$ cat config.mk
export PLATFORM = sky130hd
export DESIGN_NAME = adder_arbiter_flat
export DESIGN_NICKNAME = d
export VERILOG_FILES = /design/src/rtl/adder_arbiter_if.sv /design/src/rtl/adder_arbiter.sv /design/src/flat_wrapper.sv
export SDC_FILE = /design/constraint.sdc
export NUM_CORES = 1
export LEC_CHECK = 0
export ABC_AREA = 1
export BUFFER_PORTS_ARGS = -buffer_cell sky130_fd_sc_hd__buf_2
export CAP_MARGIN = 40
export CORE_AREA = 2 2 130 132
export DETAILED_ROUTE_END_ITERATION = 10
export DIE_AREA = 0 0 132 134
export PLACE_DENSITY = 0.74
export SLEW_MARGIN = 20
export SYNTH_ARGS = -nofsm -noshare
export SYNTH_HDL_FRONTEND = slang
export SYNTH_SLANG_ARGS = --single-unit
$ cat constraint.sdc
create_clock -name clk -period 3.9 [get_ports clk]
set_input_delay 0.585 -clock clk [delete_from_list [all_inputs] [get_ports clk]]
set_output_delay 0.585 -clock clk [all_outputs]
set_load 0.01 [all_outputs]
$ cat src/rtl/adder_arbiter_if.sv
// Request/response bundle for adder_arbiter: NREQ operand-pair requesters in, one sum out.
interface adder_arbiter_if #(
    parameter int unsigned NREQ = 4,
    parameter int unsigned W    = 32
);
    localparam int unsigned IDW = $clog2(NREQ);

    logic [NREQ-1:0]   req_valid;
    logic [NREQ*W-1:0] req_a;
    logic [NREQ*W-1:0] req_b;
    logic [NREQ-1:0]   req_ready;
    logic              rsp_valid;
    logic [W-1:0]      rsp_data;
    logic [IDW-1:0]    rsp_id;
    logic              rsp_ready;
    logic [31:0]       ops_count;

    modport master (
        output req_valid, req_a, req_b, rsp_ready,
        input  req_ready, rsp_valid, rsp_data, rsp_id, ops_count
    );

    modport slave (
        input  req_valid, req_a, req_b, rsp_ready,
        output req_ready, rsp_valid, rsp_data, rsp_id, ops_count
    );
endinterface

$ cat src/rtl/adder_arbiter.sv
// Round-robin arbiter feeding one registered adder; define ADDER_ARBITER_SATURATE_EN
// to clamp signed overflow instead of wrapping.
module adder_arbiter #(
    parameter int unsigned NREQ = 4,
    parameter int unsigned W    = 32
) (
    input  logic            clk,
    input  logic            rst,
    adder_arbiter_if.slave  bus
);
    localparam int unsigned IDW = $clog2(NREQ);

    typedef enum logic {EMPTY = 1'b0, FULL = 1'b1} state_t;

    state_t         state;
    logic [IDW-1:0] ptr;
    logic [W-1:0]   rsp_data_q;
    logic [IDW-1:0] rsp_id_q;
    logic [31:0]    ops_q;

    logic           found_c;
    logic [IDW-1:0] gidx_c;
    int unsigned    idx_c;
    logic           can_accept_c;
    logic           accept_c;
    logic [NREQ-1:0] ready_c;
    logic [W-1:0]   op_a_c;
    logic [W-1:0]   op_b_c;
    logic [W-1:0]   sum_c;
    logic [W-1:0]   result_c;

    // First valid requester scanning upward from ptr, wrapping at NREQ.
    always_comb begin
        found_c = 1'b0;
        gidx_c  = '0;
        idx_c   = 0;
        for (int unsigned k = 0; k < NREQ; k++) begin
            idx_c = (32'(ptr) + k) % NREQ;
            if (!found_c && bus.req_valid[IDW'(idx_c)]) begin
                found_c = 1'b1;
                gidx_c  = IDW'(idx_c);
            end
        end
    end

    assign can_accept_c = !rst && ((state == EMPTY) || bus.rsp_ready);
    assign accept_c     = can_accept_c && found_c;

    always_comb begin
        ready_c         = '0;
        ready_c[gidx_c] = accept_c;
    end

    assign op_a_c = bus.req_a[32'(gidx_c)*W +: W];
    assign op_b_c = bus.req_b[32'(gidx_c)*W +: W];
    assign sum_c  = op_a_c + op_b_c;

`ifdef ADDER_ARBITER_SATURATE_EN
    logic ovf_c;
    // Overflow only when both operands share a sign the sum does not.
    assign ovf_c    = (op_a_c[W-1] == op_b_c[W-1]) && (sum_c[W-1] != op_a_c[W-1]);
    assign result_c = !ovf_c      ? sum_c :
                      op_a_c[W-1] ? {1'b1, {(W-1){1'b0}}} :
                                    {1'b0, {(W-1){1'b1}}};
`else
    assign result_c = sum_c;
`endif

    always_ff @(posedge clk) begin
        if (rst) begin
            state      <= EMPTY;
            ptr        <= '0;
            rsp_data_q <= '0;
            rsp_id_q   <= '0;
            ops_q      <= '0;
        end else begin
            if ((state == FULL) && bus.rsp_ready) begin
                ops_q <= ops_q + 32'd1;
            end
            if (accept_c) begin
                state      <= FULL;
                rsp_data_q <= result_c;
                rsp_id_q   <= gidx_c;
                ptr        <= (gidx_c == IDW'(NREQ - 1)) ? '0 : gidx_c + IDW'(1);
            end else if ((state == FULL) && bus.rsp_ready) begin
                state <= EMPTY;
            end
        end
    end

    assign bus.req_ready = ready_c;
    assign bus.rsp_valid = (state == FULL);
    assign bus.rsp_data  = rsp_data_q;
    assign bus.rsp_id    = rsp_id_q;
    assign bus.ops_count = ops_q;
endmodule

$ cat src/flat_wrapper.sv
// flat-port wrapper written by rule: the top's interface ports become plain ports
module adder_arbiter_flat 
#(
    parameter int unsigned NREQ = 4,
    parameter int unsigned W    = 32
)
  (clk, rst, bus_req_valid, bus_req_a, bus_req_b, bus_rsp_ready, bus_req_ready, bus_rsp_valid, bus_rsp_data, bus_rsp_id, bus_ops_count);
  adder_arbiter_if #(.NREQ(NREQ), .W(W)) bus_i ();
  input  logic clk;
  input  logic rst;
  input wire logic [$bits(bus_i.req_valid)-1:0] bus_req_valid;
  input wire logic [$bits(bus_i.req_a)-1:0] bus_req_a;
  input wire logic [$bits(bus_i.req_b)-1:0] bus_req_b;
  input wire logic [$bits(bus_i.rsp_ready)-1:0] bus_rsp_ready;
  output wire logic [$bits(bus_i.req_ready)-1:0] bus_req_ready;
  output wire logic [$bits(bus_i.rsp_valid)-1:0] bus_rsp_valid;
  output wire logic [$bits(bus_i.rsp_data)-1:0] bus_rsp_data;
  output wire logic [$bits(bus_i.rsp_id)-1:0] bus_rsp_id;
  output wire logic [$bits(bus_i.ops_count)-1:0] bus_ops_count;
  assign bus_i.req_valid = bus_req_valid;
  assign bus_i.req_a = bus_req_a;
  assign bus_i.req_b = bus_req_b;
  assign bus_i.rsp_ready = bus_rsp_ready;
  assign bus_req_ready = bus_i.req_ready;
  assign bus_rsp_valid = bus_i.rsp_valid;
  assign bus_rsp_data = bus_i.rsp_data;
  assign bus_rsp_id = bus_i.rsp_id;
  assign bus_ops_count = bus_i.ops_count;
  adder_arbiter #(.NREQ(NREQ), .W(W)) u_core (.clk(clk), .rst(rst), .bus(bus_i));
endmodule
==> flow_summary.json <==
{
  "required_ps": 4190,
  "start_util_pct": 41.9,
  "root_buffer": "clkbuf_16",
  "nFillCells": 1670,
  "rrSetupSlack_ps": 310,
  "routed_wl_mm": 27.7,
  "critical_path_arrival_ps": 3880,
  "multiInputGateArea_mm2": 0.00491,
  "first_iter_violations": 710,
  "io_buffers": 333,
  "layout_common_cells": "buf_2, nand2_1, nor2_1",
  "fin_crit_ps": 3590,
  "grt-ovfl-total": 0,
  "clock-sinks": 69,
  "finalNetCount": 1803,
  "clkTransAtPathRegs_ps": 60,
  "min_to": "u_core.bus.rsp_data[11]$_SDFFE_PP0P_",
  "synth_seq_cells": 69,
  "ys_seq_area_share_pct": 20.2,
  "layout_commonest_cell": "buf_2",
  "r2r_start": "u_core.ptr[0]$_SDFFE_PP0P_",
  "timing.rr.end": "u_core.bus.rsp_data[27]$_SDFFE_PP0P_",
  "seq_area_mm2": 0.00138,
  "r2r_cells": 24,
  "die_w_um": 132,
  "path_max_fanout": 34,
  "grt_pass1_wl_mm": 42.7,
  "antenna_left": 0,
  "grt_pass1_vias": 8297,
  "ctsHtreeMaxLevel": 3,
  "yosys_warnings": 0,
  "numCtsBuffers": 9,
  "ios": 334,
  "cts_tree": "yes",
  "netlist_area_mm2": 0.00683,
  "hold_depth": 2,
  "rows": 47,
  "drc": 0,
  "crit_path_end_kind": "flop",
  "fin_crit_sh_pct": 91.9,
  "vias": 9332,
  "setup_violations": 0,
  "die_h_um": 134,
  "layout-drive-gt1-share_pct": 31.5,
  "area_delta_synth_final_pct": 41.1,
  "synth_fp_nets": 1436,
  "clockBufferDepth": 2,
  "final_hold_viol_count": 0,
  "place_congestion": 0.999,
  "clock.fmax_mhz": 279,
  "grt_usage_pct": 29.8,
  "hp-class": "flop to flop",
  "core-area_mm2": 0.0163,
  "status": "completed",
  "tightest_slew_ps": 830,
  "ctsHoldBuffers": 0,
  "rsz0062_at_grt": "yes",
  "synth_area_per_cell_um2": 6.01,
  "first_pass_iters": 6,
  "dp_hpwl_mm": 22.0,
  "slew_headroom_pct": 44.6,
  "crit_type": "flop to flop",
  "wire_per_inst_um": 16.0,
  "slew_violations": 0,
  "routed_via_density": 5.39,
  "max_cap_viol_count": 0,
  "startpoint_type": "flop",
  "fin_skew_ps": 5.35,
  "yosys.cell_types.count": 42,
  "grt_max_degree": 64,
  "grt_antenna_before_repair": 3,
  "clk_latency_ps": 340,
  "holdCritStartpoint": "u_core.bus.rsp_data[11]$_SDFFE_PP0P_",
  "synthCells": 1136,
  "dieArea_mm2": 0.0177,
  "setup-tns-final_ps": 0
}
-- area by class of cell --
| class | count | area share, % |
|---|---|---|
| Multi-Input combinational cell | 930 | 50.9 |
| Timing Repair Buffer | 413 | 25.0 |
| Sequential cell | 69 | 14.4 |
| Inverter | 80 | 3.19 |
| Tap cell | 220 | 2.86 |
| Clock buffer | 10 | 2.38 |
| Clock inverter | 6 | 1.16 |
| Antenna cell | 3 | 0.0779 |
-- cells in the mapped netlist --
master / n / area, um^2
buf_6: 8 / 90.1
nand3_2: 2 / 20.0
a2bb2oi_1: 1 / 8.76
xnor2_1: 21 / 184
o21ai_0: 121 / 606
nand2b_1: 1 / 6.26
o22ai_1: 62 / 388
nor3b_1: 2 / 15.0
inv_4: 1 / 6.26
a21boi_0: 3 / 22.5
nor2_1: 199 / 747
fa_1: 1 / 20.0
nand3_4: 2 / 35.0
inv_1: 73 / 274
o21a_1: 4 / 30.0
nor3_1: 18 / 90.1
nor3_2: 1 / 10.0
clkbuf_1: 11 / 41.3
a31oi_1: 3 / 18.8
buf_4: 9 / 67.6
nand4_1: 22 / 138
xor2_1: 10 / 87.6
dfxtp_1: 69 / 1380
nor4_1: 9 / 56.3
buf_2: 29 / 145
o21ai_1: 57 / 285
a21oi_1: 64 / 320
inv_2: 4 / 15.0
nor2_4: 1 / 11.3
o21bai_1: 3 / 22.5
a21o_1: 8 / 60.1
clkinv_1: 1 / 3.75
a211oi_1: 1 / 7.51
nand3b_1: 2 / 15.0
clkinv_2: 1 / 5.00
nand3_1: 61 / 305
nor2_2: 1 / 6.26
nand2_1: 205 / 769
o221ai_1: 1 / 8.76
ha_1: 36 / 450
nor3b_2: 1 / 12.5
nand2_2: 7 / 43.8
-- cells by family (layout without fill, tap and decap cells) --
logic type                 Yosys count  count (layout)  share of synthesized area [%]
DFF                                 69              69                           20.2
xor gates and xnor gates            31              31                           3.98
buffers and inverters              137             509                           9.49
AOI/OAI and AO/OA                  328             328                           26.0
adders and majority gates           37              37                           6.89
other                                0               3                              0
and+or+nand+nor                    534             534                           33.4
-- how the worst max path moves through the flow --
stage | from | to | slack (ps) | cells after the start
5_1_grt | u_core.ptr[0]$_SDFFE_PP0P_ | u_core.bus.rsp_data[26]$_SDFFE_PP0P_ | -10 | 25
2_1_floorplan | bus_req_valid[3] | u_core.bus.rsp_data[20]$_SDFFE_PP0P_ | 550 | 25
6_report | u_core.ptr[0]$_SDFFE_PP0P_ | u_core.bus.rsp_data[27]$_SDFFE_PP0P_ | 310 | 24
3_5_place_dp | bus_req_valid[3] | u_core.bus.rsp_data[30]$_SDFFE_PP0P_ | -40 | 24
4_1_cts | u_core.ptr[0]$_SDFFE_PP0P_ | u_core.bus.rsp_data[30]$_SDFFE_PP0P_ | 80 | 23
3_3_place_gp | bus_req_valid[3] | u_core.bus.rsp_data[31]$_SDFFE_PP0P_ | -30 | 25
-- state kept, by name, summed over array words and instances, names as in the netlist --
| signal | count |
|---|---|
| u_core.bus.ops_count | 32 |
| u_core.bus.rsp_data | 32 |
| u_core.bus.rsp_id | 2 |
| u_core.bus.rsp_valid | 1 |
| u_core.ptr | 2 |
-- what timing repair did --
item                       4_1_cts  5_1_grt
setup endpoints to repair        0       24
resized for setup                0       41
setup buffers                    0        2
-- worst max-delay path: stages (launching register included) --
cell and delay (ps):
dfxtp_2 360, buf_4 170, nand2_1 70, nand3_1 130
nand2_2 90, clkinv_1 70, nand2_1 60, nand2_2 100
nand3_4 110, buf_12 180, buf_16 180, buf_4 160
nor2_1 90, o22ai_1 110, ha_1 400, nand2_1 130
nor4_1 310, buf_4 170, nand2_1 50, nand2_1 110
nand2_1 90, a21o_1 160, nand3_1 90, nand2_1 60
inv_1 40
-- through the flow --
stage | utilization (%) | setup slack [ps] | cells | cell area (um^2) | hold WS, ps
3_5_place_dp | 56.0 | -38.8 | 1709 | 9120 | 458
6_report | 59.2 | 314 | 1731 | 9640 | 467
4_1_cts | 58.1 | 80.7 | 1725 | 9460 | 467
3_3_place_gp | 56.0 | -25.3 | 1709 | 9120 | 458
2_1_floorplan | - | 547 | 1136 | 6830 | 487
5_1_grt | 59.2 | -10.1 | 1731 | 9640 | 484
-- routing by layer --
metal  routed length (um)  track usage, %
met1                11900            39.6
met2                13100            49.5
met3                 2080            4.69
met4                  654            9.84
met5                    0               0
Power is not shown: default switching activity piles up to over one toggle a cycle in this logic, so the estimate is an artifact.
